$ cat config.mk
export PLATFORM = sky130hd
export DESIGN_NAME = ysyx_24090018_pc_gen
export DESIGN_NICKNAME = d
export VERILOG_FILES = /design/src/rtl/ysyx_24090018_pc_gen.sv
export SDC_FILE = /design/constraint.sdc
export NUM_CORES = 1
export LEC_CHECK = 0
export BUFFER_PORTS_ARGS = -buffer_cell sky130_fd_sc_hd__buf_2
export CAP_MARGIN = 30
export CORE_UTILIZATION = 45
export CTS_CLUSTER_SIZE = 20
export DETAILED_ROUTE_END_ITERATION = 8
export HOLD_SLACK_MARGIN = 0.02
export PLACE_DENSITY = 0.76
export RECOVER_POWER = 50
export SETUP_SLACK_MARGIN = 0.02
export SYNTH_ARGS = -nofsm -noshare
export SYNTH_HDL_FRONTEND = slang
export SYNTH_SLANG_ARGS = --single-unit
$ cat constraint.sdc
create_clock -name clk -period 2.5 [get_ports clk]
set_clock_uncertainty 0.2 [all_clocks]
set_input_delay 0.5 -clock clk [delete_from_list [all_inputs] [get_ports clk]]
set_output_delay 0.5 -clock clk [all_outputs]
set_load 0.05 [all_outputs]
$ cat src/rtl/ysyx_24090018_pc_gen.sv
// PC generation stage: issues fetch requests to the IFU over a valid/ready
// handshake, picks the next fetch address from trap, jump and sequential
// sources by fixed priority, and buffers one redirect that arrives while a
// request is outstanding.
//
// Handshake: a request is offered while ifu_valid_o=1 and is taken on an edge
// where ifu_ready_i=1. Once offered, ifu_valid_o stays high and pc_o stays
// constant until the request is taken; stall_i only prevents the next request
// from being offered.
module ysyx_24090018_pc_gen #(
  parameter int                    ADDR_WIDTH   = 32,
  parameter logic [ADDR_WIDTH-1:0] RESET_VECTOR = 32'h8000_0000,
  parameter int                    INST_BYTES   = 4
) (
  input  logic                  clk,
  input  logic                  rst,
  input  logic                  trap_flag_i,
  input  logic [ADDR_WIDTH-1:0] trap_addr_i,
  input  logic                  jump_flag_i,
  input  logic [ADDR_WIDTH-1:0] jump_addr_i,
  input  logic                  stall_i,
  input  logic                  ifu_ready_i,
  output logic                  ifu_valid_o,
  output logic [ADDR_WIDTH-1:0] pc_o,
  output logic                  redirect_o,
  output logic                  misalign_o,
  output logic [1:0]            dbg_state_o
);

  typedef enum logic [1:0] {
    ST_BOOT = 2'd0,
    ST_REQ  = 2'd1,
    ST_HOLD = 2'd2
  } state_e;

  localparam logic [ADDR_WIDTH-1:0] PC_INC     = ADDR_WIDTH'(INST_BYTES);
  localparam logic [ADDR_WIDTH-1:0] ALIGN_MASK = ADDR_WIDTH'(INST_BYTES - 1);

  state_e                  state_q;
  logic [ADDR_WIDTH-1:0]   pc_q;
  logic                    redirect_q;
  logic                    misalign_q;
  logic                    pend_vld_q;
  logic                    pend_trap_q;
  logic [ADDR_WIDTH-1:0]   pend_addr_q;

  // Candidate next PC and whether it comes from a redirect source.
  logic [ADDR_WIDTH-1:0]   pc_d;
  logic                    redir_d;
  logic                    misalign_d;

  // Next-address selection: in REQ the pending entry participates,
  // in BOOT/HOLD only the incoming flags can redirect.
  always_comb begin
    pc_d    = pc_q + PC_INC;
    redir_d = 1'b0;
    if (trap_flag_i) begin
      pc_d    = trap_addr_i;
      redir_d = 1'b1;
    end else if ((state_q == ST_REQ) && pend_vld_q && pend_trap_q) begin
      pc_d    = pend_addr_q;
      redir_d = 1'b1;
    end else if (jump_flag_i) begin
      pc_d    = jump_addr_i;
      redir_d = 1'b1;
    end else if ((state_q == ST_REQ) && pend_vld_q) begin
      pc_d    = pend_addr_q;
      redir_d = 1'b1;
    end
    misalign_d = redir_d && (|(pc_d & ALIGN_MASK));
  end

  // Request FSM, PC register, pending redirect buffer and flag pulses.
  always_ff @(posedge clk) begin
    if (rst) begin
      state_q     <= ST_BOOT;
      pc_q        <= RESET_VECTOR;
      redirect_q  <= 1'b0;
      misalign_q  <= 1'b0;
      pend_vld_q  <= 1'b0;
      pend_trap_q <= 1'b0;
      pend_addr_q <= '0;
    end else begin
      case (state_q)
        ST_BOOT: begin
          state_q    <= ST_REQ;
          if (redir_d) pc_q <= pc_d;
          redirect_q <= redir_d;
          misalign_q <= misalign_d;
        end
        ST_REQ: begin
          if (ifu_ready_i) begin
            pc_q       <= pc_d;
            redirect_q <= redir_d;
            misalign_q <= misalign_d;
            pend_vld_q <= 1'b0;
            state_q    <= stall_i ? ST_HOLD : ST_REQ;
          end else begin
            redirect_q <= 1'b0;
            misalign_q <= 1'b0;
            // A trap replaces anything buffered; a jump never displaces a trap.
            if (trap_flag_i) begin
              pend_vld_q  <= 1'b1;
              pend_trap_q <= 1'b1;
              pend_addr_q <= trap_addr_i;
            end else if (jump_flag_i && !(pend_vld_q && pend_trap_q)) begin
              pend_vld_q  <= 1'b1;
              pend_trap_q <= 1'b0;
              pend_addr_q <= jump_addr_i;
            end
          end
        end
        ST_HOLD: begin
          if (redir_d) pc_q <= pc_d;
          redirect_q <= redir_d;
          misalign_q <= misalign_d;
          if (!stall_i) state_q <= ST_REQ;
        end
        default: begin
          state_q    <= ST_BOOT;
          redirect_q <= 1'b0;
          misalign_q <= 1'b0;
        end
      endcase
    end
  end

  assign ifu_valid_o = (state_q == ST_REQ);
  assign pc_o        = pc_q;
  assign redirect_o  = redirect_q;
  assign misalign_o  = misalign_q;
  assign dbg_state_o = state_q;

endmodule

==> results.md, run 1 <==
* # IOs at 107
* Worst VDD drop at 345 µV
* Tmin final at 2330 ps
* Clock power frac at 0.334
* Post-CTS Setup Bufs at 0
* RSZ-0062 raised after global routing: false
* Crit path from: pc_o[2]
* Syn_nets at 654
* CTS tree: done
* Cell Rows at 36
* Mapped Area at 0.00451 mm²
* Congestion Overflow GR at 0
* CTS hold repair buffers at 0
* Most frequent cells in the layout: nand2_1 (73), buf_2 (71), dfxtp_1 (70)
* Static Leak at 0.00207 µW
* DR vias/cell at 6.44
* Die Area at 0.0104 mm²
* Total Wirelength at 15600 µm
* CP Class: reg -> reg
* CP required at 2570 ps
* Final setup fails at 0
* Fin. Hold Viols at 0
* Pwr Density at 608 mW/mm²
* CP arrival at 2400 ps
* Hpwl dp at 10600 µm
* Metal-1 WL at 6510 µm
* Final worst slack at 169 ps
* Die width at 102 µm
* Worst-path fanout max at 6
* Number of max-cap violations at 0
* CTS HTree Levels at 3
* Final worst-path cycle share at 0.932
* Routed wire per std cell at 19.1 µm
* Synthesis Warnings at 0
* Iteration-0 DRC Markers at 551
* Setup_tns at 0 ps
* PnR Total Power at 3280 µW
* R2R Path Start: pc_o[2]
* Largest net degree at the start of global routing at 66
* TritonRoute pass-1 iters at 5
* Gate power share at 0.265
* Clk buf depth at 2
* DR vias at 5246
* Placement Setup Slack at 124 ps
* DR WL met3 at 1570 µm
* Antenna viol nets, final at 0
* Hold/Removal Path Class: in -> reg
* Slew HR at 0.565
* IO Port Bufs at 106
* Commonest non-fill, non-tap cell in the layout: nand2_1
* Reg area at 0.00140 mm²
* Antenna cells at 0
* Routed wl met2 at 7080 µm
* Area of the multi-input gates at 0.00282 mm²
* Initial antenna violation count at 0
* Share of cells above drive strength 1 at 0.189
* Seq/Total Area, Yosys at 0.311
* Main synth FF type: dfxtp_1
* Area delta synth->final at 19.4%
* Worst R2R End: pc_o[22]
* First-pass GRT wire length at 24400 µm
* Total of cells resized after clock tree synthesis at 0
* Clk root buf: clkbuf_8
* DR top layer: met4
* Reg2reg path depth at 6
* GRT Total Usage at 0.302
* WHS at 156 ps
* CORE AREA at 0.00973 mm²
* Vias in the first global route at 4834
* Final Max Slew Viols at 0
* Flops & latches, synth at 70
* Syn Inst Count at 583
* Sinks on Clock Net at 70
* Worst-skew pair later-pin latency at 360 ps
* Drt drc at 0
* Fin cells at 815
* Startpoint Class: register
* Highest Clock Rate at 0.429 GHz
* Status: finished clean
* Die height at 102 µm
* Switch Pwr at 1140 µW
* Ys async rst share at 0
* Sw Share at 0.349
* Distinct cell type count after synthesis at 67
* Clock transition at path regs at 80 ps
* CP Capture Type: register
* Placed cells at 799
* Internal power at 2130 µW
* Slew at the pin closest to its max-slew limit at 653 ps
* Sequential fraction of design power at 0.401
* CTS Buf Count at 9
* Placer Congestion at 0.923
* Critical Path End: pc_o[22]
* FF-to-FF setup slack at 170 ps
* Fillers at 961
* Mean Syn Cell Area at 7.74 µm²
* Starting Density at 0.464
* Post-synth EDFFs at 0
* Nets at 748
worst min-delay path by stage:
stage,start,endpoint,slack [ps],cells after the start
after global routing,stall_i,dbg_state_o[0],170,2
after global placement,pend_addr_q[6],pend_addr_q[6],280,2
after detailed placement,pend_addr_q[2],pend_addr_q[2],290,2
after CTS,stall_i,dbg_state_o[0],150,2
final,stall_i,dbg_state_o[0],160,2
after floorplan,pend_addr_q[23],pend_addr_q[23],280,2
power groups by stage:
stage / logic, µW / registers, µW / clock network (µW)
final: 868 / 1310 / 1090
after global routing: 932 / 1320 / 1160
after CTS: 871 / 1310 / 1100
after detailed placement: 865 / 1330 / 0
after global placement: 847 / 1330 / 0
after floorplan: 411 / 1500 / 0
cells by family (layout without fill, tap and decap cells):
family,Yosys count,after routing,share of synthesized area
AO/OA/AOI/OAI,203,203,0.319
adder cells (fa/ha/maj),1,1,0.00277
XOR/XNOR,10,10,0.0194
buffers and inverters,62,161,0.0638
AND/OR/NAND/NOR,220,220,0.247
multiplexers,17,17,0.0377
flip-flops,70,70,0.311
synth_stat cells (3+ instances only):
library cell	instances	share of area
a22oi_1	4	0.0067
nor3_1	12	0.013
nor3b_1	4	0.0067
dfxtp_1	70	0.31
and4_1	3	0.0058
nand4_1	9	0.012
inv_1	8	0.0067
o21ai_1	4	0.0044
xor2_1	3	0.0058
o221ai_1	8	0.016
and3_1	10	0.014
a211o_1	3	0.0058
clkbuf_1	23	0.019
a21o_1	6	0.010
buf_2	20	0.022
o2bb2ai_1	3	0.0058
o31ai_1	6	0.010
nor4_1	7	0.0097
nand2b_1	6	0.0083
a221oi_1	6	0.012
o31a_1	3	0.0058
xnor2_1	7	0.014
buf_6	3	0.0075
o21a_1	7	0.012
a31oi_1	9	0.012
nand3_1	14	0.016
o211ai_1	13	0.022
a21oi_1	31	0.034
and2_1	4	0.0055
a211oi_1	26	0.043
mux2i_1	17	0.038
nor2_1	51	0.042
o211a_1	3	0.0067
a311oi_1	23	0.045
or3_1	9	0.012
buf_1	5	0.0042
o21ai_0	26	0.029
nand2_1	73	0.061
o22ai_1	9	0.012
cell type report:
cell class,instances,share of cell area
clock buffer,13,0.0314
clock inverter,3,0.0121
inverter,9,0.00627
multi-input combinational,451,0.524
sequential,70,0.260
tap,133,0.0309
timing repair buffer,136,0.135
stage by stage:
stage           util  cell area [µm²]
2_1_floorplan      -             4510
3_3_place_gp   0.535             5210
3_5_place_dp   0.535             5210
4_1_cts        0.559             5440
5_1_grt        0.554             5390
6_report       0.554             5390
worst max-delay path, cell delays in order, from the launching register on:
cell      delay (ps)
dfxtp_1          410
ha_1             220
and3_1           400
and4_4           320
nand4_1          120
or3_1            330
a211oi_1         250
metal layers:
layer / global-route usage / up-vias
li1: - / 2404
met1: 0.406 / 2432
met2: 0.477 / 358
met3: 0.0451 / 52
met4: 0.141 / 0
met5: 0 / -
flip-flops by register name (all words and copies together), names as in the netlist:
name,count
pc_o,32
dbg_state_o,2
redirect_o,1
misalign_o,1
pend_addr_q,32
pend_vld_q,1
pend_trap_q,1
Note: power is estimated with default switching activity, not from simulation.
==> run 2: changes to the inputs <==
==> constraint.sdc (replaced) <==
create_clock -name clk -period 2.5 [get_ports clk]
set_clock_uncertainty 0.2 [all_clocks]
set_input_delay 0.25 -clock clk [delete_from_list [all_inputs] [get_ports clk]]
set_output_delay 0.25 -clock clk [all_outputs]
set_load 0.05 [all_outputs]
==> run 2 against run 1 <==
  * Core utilization grew 2.6 points
  * Flip-flop and latch count is the same
  * Non-clock buffer count grew 27
  * Cell count grew 3.3%
  * Wire length grew 2.5%
  * Sequential power is essentially flat
  * Critical path type unchanged
  * Largest cell class unchanged
  * Largest power group unchanged
==> results.md, run 2 (same netlist as run 1, synthesis figures left out) <==
* Status: finished clean
* PnR Total Power at 3170 µW (-3.3%)
* Cell chain of the critical path: buf_4, nand2_1, a21oi_1, nor3_4, clkbuf_1, clkbuf_2, nor2_1, a211oi_1
* Setup_tns at 0 ps (unchanged)
* Internal power at 2030 µW (-5.0%)
* Static Leak at 0.00218 µW (+5.1%)
* Clock power frac at 0.300 (-0.034)
* Nets at 775 (+3.6%)
* CTS tree: done
* R2R Path Start: pend_trap_q
* Startpoint Class: register
* First-pass GRT wire length at 24700 µm (+0.93%)
* CTS Buf Count at 9 (unchanged)
* GRT Total Usage at 0.303 (+0.000668)
* Clk buf depth at 2 (unchanged)
* Final setup fails at 0 (unchanged)
* Pwr Density at 562 mW/mm² (-7.7%)
* Worst-skew pair later-pin latency at 350 ps (about the same)
* Worst-path fanout max at 32 (+26)
* CP peak stage delay at 640 ps (+230 ps)
* Drt drc at 0 (unchanged)
* Die Area at 0.0104 mm² (unchanged)
* TritonRoute pass-1 iters at 5 (unchanged)
* Commonest non-fill, non-tap cell in the layout: nand2_1
* Area delta synth->final at 25.1%
* Starting Density at 0.464 (unchanged)
* DR vias at 5370 (+2.4%)
* Worst VDD drop at 289 µV (-16%)
* Congestion Overflow GR at 0 (unchanged)
* CORE AREA at 0.00973 mm² (unchanged)
* Final worst-path cycle share at 0.954 (+0.0220)
* Crit-path slowest cell: clkbuf_2
* Die height at 102 µm (unchanged)
* Hpwl dp at 10500 µm (-0.89%)
* Vias in the first global route at 5029 (+4.0%)
* Share of cells above drive strength 1 at 0.181 (-0.00861)
* Clock transition at path regs at 80 ps (about the same)
* Antenna cells at 0 (unchanged)
* IO Port Bufs at 106 (unchanged)
* CP arrival at 2450 ps (+50 ps)
* Antenna viol nets, final at 0 (unchanged)
* Fin. Hold Viols at 0 (unchanged)
* Routed wire per std cell at 19.0 µm (-0.76%)
* Hold Path Origin: trap_addr_i[15]
* Sw Share at 0.360 (+0.0114)
* Hold/Removal Path Class: in -> reg
* CP required at 2570 ps (about the same)
* Highest Clock Rate at 0.419 GHz (-2.3%)
* Slew HR at 0.492 (-0.0724)
* Iteration-0 DRC Markers at 587 (+6.5%)
* Number of max-cap violations at 0 (unchanged)
* # IOs at 107 (unchanged)
* Total Wirelength at 16000 µm (+2.5%)
* CTS HTree Levels at 3 (unchanged)
* Placer Congestion at 0.899 (-2.6%)
* Switch Pwr at 1140 µW (about the same)
* Most frequent cells in the layout: nand2_1 (73), buf_2 (69), dfxtp_1 (68)
* WHS at 33.5 ps (-122 ps)
* Gate power share at 0.283 (+0.018)
* Largest net degree at the start of global routing at 66 (unchanged)
* Sinks on Clock Net at 70 (unchanged)
* RSZ-0062 raised after global routing: false
* Crit path from: pend_trap_q
* Clk root buf: clkbuf_8
* Tmin final at 2390 ps (+54.9 ps)
* Fin cells at 842 (+3.3%)
* Final Max Slew Viols at 0 (unchanged)
* DR vias/cell at 6.38 (-0.92%)
* Cell Rows at 36 (unchanged)
* Die width at 102 µm (unchanged)
* Slew at the pin closest to its max-slew limit at 762 ps (+109 ps)
* Sequential fraction of design power at 0.416 (+0.015)
* CP Class: reg -> reg
* Initial antenna violation count at 0 (unchanged)
* CP Capture Type: register
* Placed cells at 792 (-0.88%)
run 2: cell count changes in the layout (fill, tap and decap cells not counted), sizes merged:
cell / previous run / this run
dlygate4sd3: 0 / 32
buf: 99 / 91
clkbuf: 50 / 52
clkinv: 1 / 3
bufinv: 2 / 1
run 2: area by class of cell:
type | count | area (µm²)
clock inverters | 4 | 45.0
flip-flops and latches | 70 | 1400
repair buffers | 163 | 1000
well taps | 133 | 166
fillers | 909 | 4090
inverters | 9 | 33.8
clock buffers | 12 | 155
multi-input cells | 451 | 2840
run 2: repair_timing:
item | CTS | global route
resized for setup | 0 | 7
setup buffers | 0 | 1
hold buffers | 32 | 0
setup endpoints to repair | 0 | 8
hold endpoints to repair | 26 | 0
run 2: metal layers:
metal	track usage	routed length, µm
met1	0.396	6530
met3	0.0609	1780
met5	0	0
met4	0.143	466
met2	0.479	7220
run 2: path summary, 6_finish.rpt:
kind / end / slack (ps) / cells after the start
max: pend_addr_q[17] / 110 / 8
min: pend_addr_q[15] / 30 / 3
max reg2reg: pend_addr_q[17] / 110 / 8
min reg2reg: pend_addr_q[5] / 310 / 2
run 2: power groups by stage:
stage	Clock (µW)	Sequential [µW]	Combinational, µW
2_1_floorplan	0	1500	411
3_3_place_gp	0	1330	831
3_5_place_dp	0	1340	845
4_1_cts	955	1310	890
5_1_grt	1010	1330	960
6_report	952	1320	898
run 2: critical path: cells and delay by family, from the launching register on:
family                 cells  cell delay [ps]
buffers and inverters      3             1020
AND/OR/NAND/NOR            3              390
flip-flops                 1              360
AO/OA/AOI/OAI              2              320
run 2: stage by stage:
| stage | setup slack (ps) | util | instance area, µm² |
|---|---|---|---|
| 2_1_floorplan | 72.8 | - | 4510 |
| 3_3_place_gp | 264 | 0.529 | 5140 |
| 3_5_place_dp | 180 | 0.529 | 5140 |
| 4_1_cts | 134 | 0.582 | 5660 |
| 5_1_grt | 16.3 | 0.580 | 5640 |
| 6_report | 114 | 0.580 | 5640 |
==> run 3: changes to the inputs <==
--- a/config.mk
+++ b/config.mk
@@ -5,7 +5,7 @@
 export SDC_FILE = /design/constraint.sdc
 export NUM_CORES = 1
 export LEC_CHECK = 0
-export BUFFER_PORTS_ARGS = -buffer_cell sky130_fd_sc_hd__buf_2
+export BUFFER_PORTS_ARGS = -buffer_cell sky130_fd_sc_hd__buf_4
 export CAP_MARGIN = 30
 export CORE_UTILIZATION = 45
 export CTS_CLUSTER_SIZE = 20
==> run 3 against run 2 <==
  * Flip-flop and latch count unchanged
  * Largest power group unchanged
  * Via count down 1.0%
  * Total power rose by 3.8%
  * Die area did not move
==> results.md, run 3 (same netlist as run 1, synthesis figures left out) <==
* TritonRoute pass-1 iters at 6 (+1)
* Die Area at 0.0104 mm² (unchanged)
* Antenna cells at 0 (unchanged)
* Slew at the pin closest to its max-slew limit at 655 ps (-107 ps)
* RSZ-0062 raised after global routing: true
* Status: finished clean
* Largest net degree at the start of global routing at 49 (-26%)
* Placer Congestion at 0.919 (+2.2%)
* Slew HR at 0.562 (+0.0701)
* Sw Share at 0.356 (-0.00410)
* Routed wire per std cell at 18.9 µm (-0.69%)
* CORE AREA at 0.00973 mm² (unchanged)
* Die height at 102 µm (unchanged)
* Most frequent cells in the layout: buf_4 (96), nand2_1 (73), dfxtp_1 (69)
* CP arrival at 2470 ps (+20 ps)
* Fin cells at 848 (+0.71%)
* Number of max-cap violations at 0 (unchanged)
* CTS Buf Count at 9 (unchanged)
* Static Leak at 0.00227 µW (+4.3%)
* Startpoint Class: register
* Post-CTS Setup Bufs at 0 (unchanged)
* Nets at 781 (+0.77%)
* DR vias at 5315 (-1.0%)
* Sinks on Clock Net at 70 (unchanged)
* CP required at 2600 ps (+30 ps)
* First-pass GRT wire length at 25600 µm (+3.7%)
* CTS HTree Levels at 3 (unchanged)
* Worst VDD drop at 329 µV (+14%)
* Placed cells at 797 (+0.63%)
* Area delta synth->final at 30.4%
* Vias in the first global route at 5081 (+1.0%)
* Final Max Slew Viols at 0 (unchanged)
* Gate power share at 0.286 (+0.003)
* Clock power frac at 0.314 (+0.014)
* Hpwl dp at 10700 µm (+1.9%)
* Commonest non-fill, non-tap cell in the layout: buf_4
* Tmin final at 2370 ps (-15.3 ps)
* Cell Rows at 36 (unchanged)
* Starting Density at 0.464 (unchanged)
* Iteration-0 DRC Markers at 395 (-33%)
* Clk buf depth at 2 (unchanged)
* IO Port Bufs at 106 (unchanged)
* Setup_tns at 0 ps (unchanged)
* Congestion Overflow GR at 0 (unchanged)
* CP Class: reg -> reg
* Worst-path fanout max at 42 (+31%)
* # IOs at 107 (unchanged)
* Antenna viol nets, final at 0 (unchanged)
* Pwr Density at 559 mW/mm² (-0.39%)
* Crit-path slowest cell: dlygate4sd3_1
* GRT Total Usage at 0.315 (+0.0127)
* CP Capture Type: register
* CTS tree: done
* Drt drc at 0 (unchanged)
* Fin. Hold Viols at 0 (unchanged)
* Share of cells above drive strength 1 at 0.182 (+0.00128)
* Cell chain of the critical path: buf_4, nand2b_1, nor3_4, buf_12, nor2_1, a311oi_1, dlygate4sd3_1
* Highest Clock Rate at 0.422 GHz (+0.64%)
* Worst-skew pair later-pin latency at 350 ps (about the same)
* CP peak stage delay at 590 ps (-50 ps)
* Sequential fraction of design power at 0.401 (-0.015)
* Clk root buf: clkbuf_8
* Die width at 102 µm (unchanged)
* Clock transition at path regs at 80 ps (about the same)
* Switch Pwr at 1170 µW (+2.6%)
* Initial antenna violation count at 0 (unchanged)
* Final Instance Area at 0.00588 mm² (+4.2%)
* Final worst-path cycle share at 0.948 (-0.00611)
* Hold/Removal Path Class: in -> reg
* Cell Area, Placed at 0.00545 mm² (+5.9%)
* DR vias/cell at 6.27 (-1.7%)
* Final setup fails at 0 (unchanged)
* Internal power at 2120 µW (+4.5%)
* Total Wirelength at 16000 µm (about the same)
-- run 3: worst max-delay path, delay by kind of cell (launching register included) --
family / cells / cell delay, ps
buf+inv: 3 / 1010
simple gates: 3 / 440
compound gates: 1 / 250
flops: 1 / 410
-- run 3: routing by layer --
layer,GRT usage,part of all wire,up-vias,routed length (µm)
met5,0,0,-,0
met4,0.126,0.021,0,339
met3,0.0513,0.099,41,1580
met2,0.497,0.46,311,7330
met1,0.430,0.42,2499,6750
li1,-,-,2464,-
-- run 3: power by group through the flow --
stage / Combinational (µW) / Sequential [µW] / Clock [µW]
2_1_floorplan: 411 / 1500 / 0
3_3_place_gp: 906 / 1330 / 0
3_5_place_dp: 920 / 1340 / 0
4_1_cts: 969 / 1310 / 1030
5_1_grt: 1010 / 1330 / 1080
6_report: 939 / 1320 / 1030
-- run 3: metrics by stage --
step / setup slack (ps) / util / hold slack, ps / total power, µW
floorplan: 72.8 / - / 161 / 1910
global placement: 244 / 0.560 / 275 / 2240
detailed placement: 182 / 0.560 / 276 / 2260
CTS: 70.7 / 0.618 / 25.5 / 3310
global route: -7.07 / 0.604 / 52.9 / 3420
finish: 130 / 0.604 / 22.0 / 3290
-- run 3: cell type report --
type	instances	area (µm²)
Clock buffer	10	128
Clock inverter	6	86.3
Fill cell	911	3850
Inverter	9	33.8
Multi-Input combinational cell	451	2830
Sequential cell	70	1400
Tap cell	133	166
Timing Repair Buffer	169	1230
-- run 3: worst paths after layout --
check	startpoint	end	slack [ps]	cells after the start
max reg2reg	dbg_state_o[0]	pend_addr_q[7]	130	7
min reg2reg	pend_addr_q[5]	pend_addr_q[5]	310	2
min	trap_addr_i[5]	pc_o[5]	20	3
max	dbg_state_o[0]	pend_addr_q[7]	130	7
-- run 3: timing repair --
action                                  4_1_cts  5_1_grt
hold endpoints to repair                     27        0
endpoints found under the setup margin        0        8
resized for setup                             0        3
hold buffers                                 35        0
